--- src/rtl/ervp_seq_divider.sv ---
// Sequential restoring divider: one quotient bit per cycle, signed/unsigned operands,
// divide-by-zero flag, valid/ready request and response handshakes.
module ervp_seq_divider #(
    parameter int unsigned BW_DIVIDEND = 32,
    parameter int unsigned BW_DIVISOR  = 32
) (
    input  logic                   clk,
    input  logic                   rstnn,
    input  logic                   req_valid,
    output logic                   req_ready,
    input  logic                   req_signed,
    input  logic [BW_DIVIDEND-1:0] req_dividend,
    input  logic [BW_DIVISOR-1:0]  req_divisor,
    output logic                   rsp_valid,
    input  logic                   rsp_ready,
    output logic [BW_DIVIDEND-1:0] rsp_quotient,
    output logic [BW_DIVISOR-1:0]  rsp_remainder,
    output logic                   rsp_div_by_zero
);

    localparam int unsigned CNT_W = $clog2(BW_DIVIDEND + 1);

    typedef enum logic [1:0] {
        S_IDLE = 2'd0,
        S_BUSY = 2'd1,
        S_FIX  = 2'd2,
        S_DONE = 2'd3
    } state_t;

    state_t                 r_state;
    state_t                 w_state_next;

    logic                   r_neg_q;
    logic                   r_neg_r;
    logic [BW_DIVIDEND-1:0] r_quo;
    logic [BW_DIVISOR-1:0]  r_div;
    logic [BW_DIVISOR-1:0]  r_rem;
    logic [CNT_W-1:0]       r_cnt;
    logic [BW_DIVIDEND-1:0] r_quotient;
    logic [BW_DIVISOR-1:0]  r_remainder;
    logic                   r_dz;

    logic                   w_div_zero;
    logic                   w_dvd_neg;
    logic                   w_dvs_neg;
    logic [BW_DIVIDEND-1:0] w_dvd_mag;
    logic [BW_DIVISOR-1:0]  w_dvs_mag;
    logic [BW_DIVISOR:0]    w_rem_shift;
    logic [BW_DIVISOR:0]    w_rem_diff;
    logic                   w_qbit;
    logic                   w_last_bit;

    assign w_div_zero  = (req_divisor == '0);
    assign w_dvd_neg   = req_signed & req_dividend[BW_DIVIDEND-1];
    assign w_dvs_neg   = req_signed & req_divisor[BW_DIVISOR-1];
    assign w_dvd_mag   = w_dvd_neg ? -req_dividend : req_dividend;
    assign w_dvs_mag   = w_dvs_neg ? -req_divisor  : req_divisor;

    // Restoring step: bring in the next dividend bit, subtract if it fits.
    assign w_rem_shift = {r_rem, r_quo[BW_DIVIDEND-1]};
    assign w_rem_diff  = w_rem_shift - {1'b0, r_div};
    assign w_qbit      = ~w_rem_diff[BW_DIVISOR];
    assign w_last_bit  = (r_cnt == CNT_W'(BW_DIVIDEND - 1));

    always_ff @(posedge clk) begin
        if (!rstnn) begin
            r_state <= S_IDLE;
        end else begin
            r_state <= w_state_next;
        end
    end

    always_comb begin
        w_state_next = r_state;
        case (r_state)
            S_IDLE: if (req_valid) w_state_next = w_div_zero ? S_DONE : S_BUSY;
            S_BUSY: if (w_last_bit) w_state_next = S_FIX;
            S_FIX:  w_state_next = S_DONE;
            S_DONE: if (rsp_ready) w_state_next = S_IDLE;
            default: w_state_next = S_IDLE;
        endcase
    end

    always_comb begin
        req_ready = 1'b0;
        rsp_valid = 1'b0;
        case (r_state)
            S_IDLE:  req_ready = 1'b1;
            S_DONE:  rsp_valid = 1'b1;
            default: ;
        endcase
    end

    always_ff @(posedge clk) begin
        if (!rstnn) begin
            r_neg_q     <= 1'b0;
            r_neg_r     <= 1'b0;
            r_quo       <= '0;
            r_div       <= '0;
            r_rem       <= '0;
            r_cnt       <= '0;
            r_quotient  <= '0;
            r_remainder <= '0;
            r_dz        <= 1'b0;
        end else begin
            case (r_state)
                S_IDLE: begin
                    if (req_valid) begin
                        r_neg_q <= w_dvd_neg ^ w_dvs_neg;
                        r_neg_r <= w_dvd_neg;
                        r_quo   <= w_dvd_mag;
                        r_div   <= w_dvs_mag;
                        r_rem   <= '0;
                        r_cnt   <= '0;
                        if (w_div_zero) begin
                            r_quotient  <= '1;
                            r_remainder <= req_dividend[BW_DIVISOR-1:0];
                            r_dz        <= 1'b1;
                        end
                    end
                end
                S_BUSY: begin
                    r_rem <= w_qbit ? w_rem_diff[BW_DIVISOR-1:0] : w_rem_shift[BW_DIVISOR-1:0];
                    r_quo <= {r_quo[BW_DIVIDEND-2:0], w_qbit};
                    r_cnt <= r_cnt + CNT_W'(1);
                end
                S_FIX: begin
                    // Negating a zero magnitude stays zero, so sign rules need no special case.
                    r_quotient  <= r_neg_q ? -r_quo : r_quo;
                    r_remainder <= r_neg_r ? -r_rem : r_rem;
                    r_dz        <= 1'b0;
                end
                default: ;
            endcase
        end
    end

    assign rsp_quotient    = r_quotient;
    assign rsp_remainder   = r_remainder;
    assign rsp_div_by_zero = r_dz;

endmodule

--- config.mk ---
export PLATFORM = sky130hd
export DESIGN_NAME = ervp_seq_divider
export DESIGN_NICKNAME = d
export VERILOG_FILES = /design/src/rtl/ervp_seq_divider.sv
export SDC_FILE = /design/constraint.sdc
export NUM_CORES = 1
export LEC_CHECK = 0
export ABC_CLOCK_PERIOD_IN_PS = 3000
export BUFFER_PORTS_ARGS = -buffer_cell sky130_fd_sc_hd__buf_2
export CAP_MARGIN = 20
export CORE_MARGIN = 2
export CORE_UTILIZATION = 50
export DETAILED_ROUTE_END_ITERATION = 12
export PLACE_DENSITY = 0.79
export SLEW_MARGIN = 25
export SYNTH_ARGS = -nofsm -noshare
export SYNTH_HDL_FRONTEND = slang
export SYNTH_SLANG_ARGS = --single-unit
export TNS_END_PERCENT = 20
--- constraint.sdc ---
create_clock -name clk -period 3 [get_ports clk]
set_input_delay 0.15 -clock clk [delete_from_list [all_inputs] [get_ports clk]]
set_output_delay 0.15 -clock clk [all_outputs]
set_load 0.05 [all_outputs]
==> summary.md <==
| Metric | Value |
|---|---|
| Setup violations, final | `0` |
| Final GP Congestion | `0.9380` |
| DIE HEIGHT | `154.4 um` |
| Register area share after synthesis | `30.25%` |
| Post-synth EDFFs | `0` |
| Die X | `154.4 um` |
| Yosys warns | `0` |
| Clk pwr share | `between 30% and 40%` |
| Post-DP HPWL | `24.12 mm` |
| Initial antenna violation count | `0` |
| Area share of the largest cell type after synthesis | `between 30% and 40%` |
| Worst Path Max Fanout | `7` |
| Clk root buf | `clkbuf_16` |
| Via-to-Cell Ratio | `5.923` |
| Internal power | `0.004524 W` |
| Data required time of the worst path | `3.31 ns` |
| Power share of the combinational group | `approximately a third` |
| Post-route ant nets | `0` |
| Synth Register Bits | `171` |
| Setup CP Type | `reg -> reg` |
| CP arrival | `3.19 ns` |
| Synth-to-layout area growth | `16.61%` |
| Die area | `0.02385 mm^2` |
| FP Rows | `55` |
| All-layer global routing usage | `between 20% and 30%` |
| Synth top area cells | `dfxtp_1 30%, nand2_1 7.2%, xnor2_1 6.4%` |
| Worst VDD drop | `between 0.0002 and 0.0003 V` |
| Class of the worst hold path | `in -> reg` |
| CTS Sinks | `171` |
| Leakage power | `5.586 nW` |
| Synth Area per Inst | `7.677 um^2` |
| Tcrit/Tclk final | `95.72%` |
| Core area | `0.02243 mm^2` |
| Drc violations | `0` |
| Post-route minimum period | `between 2 and 3 ns` |
| Hold Vio Cnt, Final | `0` |
| Relative slew slack | `31.54%` |
| Top cells by count, synth | `218 x nand2_1, 171 x dfxtp_1, 115 x a21oi_1, 95 x o21ai_0, 84 x nand3_1` |
| Vias in the first global route | `roughly 10k` |
| Sw Ratio | `37.13%` |
| Worst slew pin tran | `1.027 ns` |
| Layout cells sized above 1 | `around 16%` |
| MaxCap Viol Count | `0` |
| I/O pins | `136` |
| Final Max Tran Viols | `0` |
| CTS tree | `built` |
| Design Area, Final | `roughly 0.013 mm^2` |
| Yosys top cell by area | `dfxtp_1` |
| Num CTS Buffers | `17` |
| Fin nets | `1711` |
| Status | `completed` |
| Synth Cell Area | `0.01132 mm^2` |
| Setup tns final | `0 ns` |
| GR Overflow Total | `0` |
| Fmax | `0.3482 GHz` |
| Skew final | `a little under 0.009 ns` |
| Library cells used by synthesis | `76` |
| Post-Route WL | `31.75 mm` |
| Nature of the critical path endpoint | `register` |
| Vias | `around 11k` |
| Syn Nets | `1585` |
| Worst-path clk slew | `0.07 ns` |
| Worst-Skew Late Latency | `approximately 0.43 ns` |
| First-pass DRT Iterations | `6` |
| Sequential power share | `37.3%` |
| Asr flop ratio synth | `0%` |
| Psw | `0.002672 W` |
| First-pass GRT wire length | `50.98 mm` |
| Most used DFF post-synth | `dfxtp_1` |
| Fillers | `2049` |
| DR WL/cell | `~17 um` |
| P per Cell Area | `545.3 mW/mm^2` |
| Reg2reg setup slack | `~0.13 ns` |
| Htree depth | `4` |
| Clock buffer depth | `2` |
| Initial core utilization | `50.44%` |
| Port buffer count | `135` |
| Finished Core Util | `58.82%` |
| Non-Filler Instances | `1899` |
| Largest net degree at the start of global routing | `87` |
| Iteration-0 DRC count of the detailed router | `868` |
| CP startpoint kind | `register` |
| Placed Area | `0.01253 mm^2` |
| Placed cells | `1863` |
| Cell count after synthesis | `1474` |
| Most instantiated library cell after synthesis | `nand2_1` |
-- routing by layer --
metal | track usage, % | vias up | part of all wire (%)
met3 | 3.979 | 52 | 5.5
met2 | 45.17 | 352 | 48
met1 | 33.32 | 5275 | 44
li1 | - | 5569 | -
met5 | 0 | - | 0
met4 | 8.642 | 0 | 2.3
-- power by group through the flow --
stage | logic, W | registers (W) | clock network, W
after global placement | 0.00219 | 0.00272 | 0
after detailed placement | 0.00222 | 0.00273 | 0
after global routing | 0.00251 | 0.00271 | 0.00236
after floorplan | 0.00159 | 0.00270 | 0
final | 0.00227 | 0.00268 | 0.00224
after CTS | 0.00223 | 0.00268 | 0.00227
-- final cells by class --
class	instances	area, um^2	area share [%]
inverter	61	229.0	1.735
clock inverter	15	173.9	1.318
timing repair buffer	200	1237	9.378
tap	285	356.6	2.702
sequential	171	3423	25.94
multi-input combinational	1149	7347	55.68
antenna	1	2.502	0.01896
clock buffer	17	425.4	3.224
-- path summary, 6_finish.rpt --
kind | from | end | depth (start not counted)
max | r_div[10]$_SDFFE_PN0P_ | r_rem[27]$_SDFFE_PN0P_ | 10
min | req_divisor[31] | r_div[31]$_SDFFE_PN0P_ | 3
max reg2reg | r_div[10]$_SDFFE_PN0P_ | r_rem[27]$_SDFFE_PN0P_ | 10
min reg2reg | r_div[0]$_SDFFE_PN0P_ | r_div[0]$_SDFFE_PN0P_ | 2
-- state kept, by name, indices dropped and copies added, names as in the netlist --
name             cells
r_cnt                6
rsp_remainder       32
r_rem               32
r_neg_r              1
r_div               32
rsp_quotient        32
r_state              2
r_quo               32
r_neg_q              1
rsp_div_by_zero      1
-- cells by family (layout without fill, tap and decap cells) --
logic type | count (synthesis) | count (layout) | share of synthesized area (%)
XOR/XNOR | 143 | 143 | 11.07
AND/OR/NAND/NOR | 514 | 514 | 21.82
multiplexers | 4 | 4 | 0.3538
AO/OA/AOI/OAI | 446 | 446 | 26.48
buffers and inverters | 154 | 293 | 5.318
adder cells (fa/ha/maj) | 42 | 42 | 4.710
other | 0 | 1 | 0
flip-flops | 171 | 171 | 30.25
-- critical path: stages, from the launching register on --
cell and delay [ns]:
dfxtp_1 0.34, inv_1 0.05, ha_1 0.39, and3_1 0.25, and4_1 0.20, a32o_1 0.23, o31ai_1 0.26, or3b_2 0.54
a311o_1 0.38, nand2_1 0.06, o21ai_0 0.07
-- layout by cell type (no fill, tap or decap), types with 10 or more instances in the layout --
| cell | synthesis | routed |
|---|---|---|
| a21o_1 | 11 | 11 |
| o211a_1 | 28 | 28 |
| nor2_1 | 70 | 68 |
| a311oi_1 | 17 | 17 |
| or4_1 | 12 | 12 |
| nor3_1 | 25 | 25 |
| a22oi_1 | 33 | 33 |
| nor4_1 | 11 | 11 |
| nand3_1 | 84 | 84 |
| nand2_1 | 218 | 218 |
| and3_1 | 10 | 10 |
| o41ai_1 | 15 | 15 |
| buf_2 | 8 | 135 |
| a32oi_1 | 11 | 11 |
| nand2b_1 | 20 | 20 |
| a21boi_0 | 23 | 23 |
| clkbuf_16 | 0 | 17 |
| o21ai_0 | 95 | 92 |
| ha_1 | 41 | 40 |
| a31oi_1 | 13 | 13 |
| buf_4 | 1 | 59 |
| xnor2_1 | 83 | 82 |
| nor2b_1 | 10 | 10 |
| inv_1 | 60 | 60 |
| o31ai_1 | 29 | 29 |
| or3_1 | 11 | 11 |
| dfxtp_1 | 171 | 171 |
| a21oi_1 | 115 | 114 |
| xor2_1 | 60 | 59 |
-- what timing repair did --
action,in CTS,in global routing
hold buffers,0,0
resized for setup,0,7
buffers inserted,0,2
endpoints found under the setup margin,0,31
endpoints found under the hold margin,0,0
-- per-stage QoR --
| stage | total power, W | setup WS [ns] | hold WS, ns |
|---|---|---|---|
| after CTS | 0.007180 | 0.03622 | 0.04122 |
| after floorplan | 0.004292 | 0.1851 | 0.2949 |
| after global placement | 0.004905 | 0.1871 | 0.4643 |
| after global routing | 0.007589 | -0.004536 | 0.06921 |
| after detailed placement | 0.004944 | 0.06782 | 0.4710 |
| final | 0.007196 | 0.1284 | 0.04755 |
Note: power is estimated with default switching activity, not from simulation.
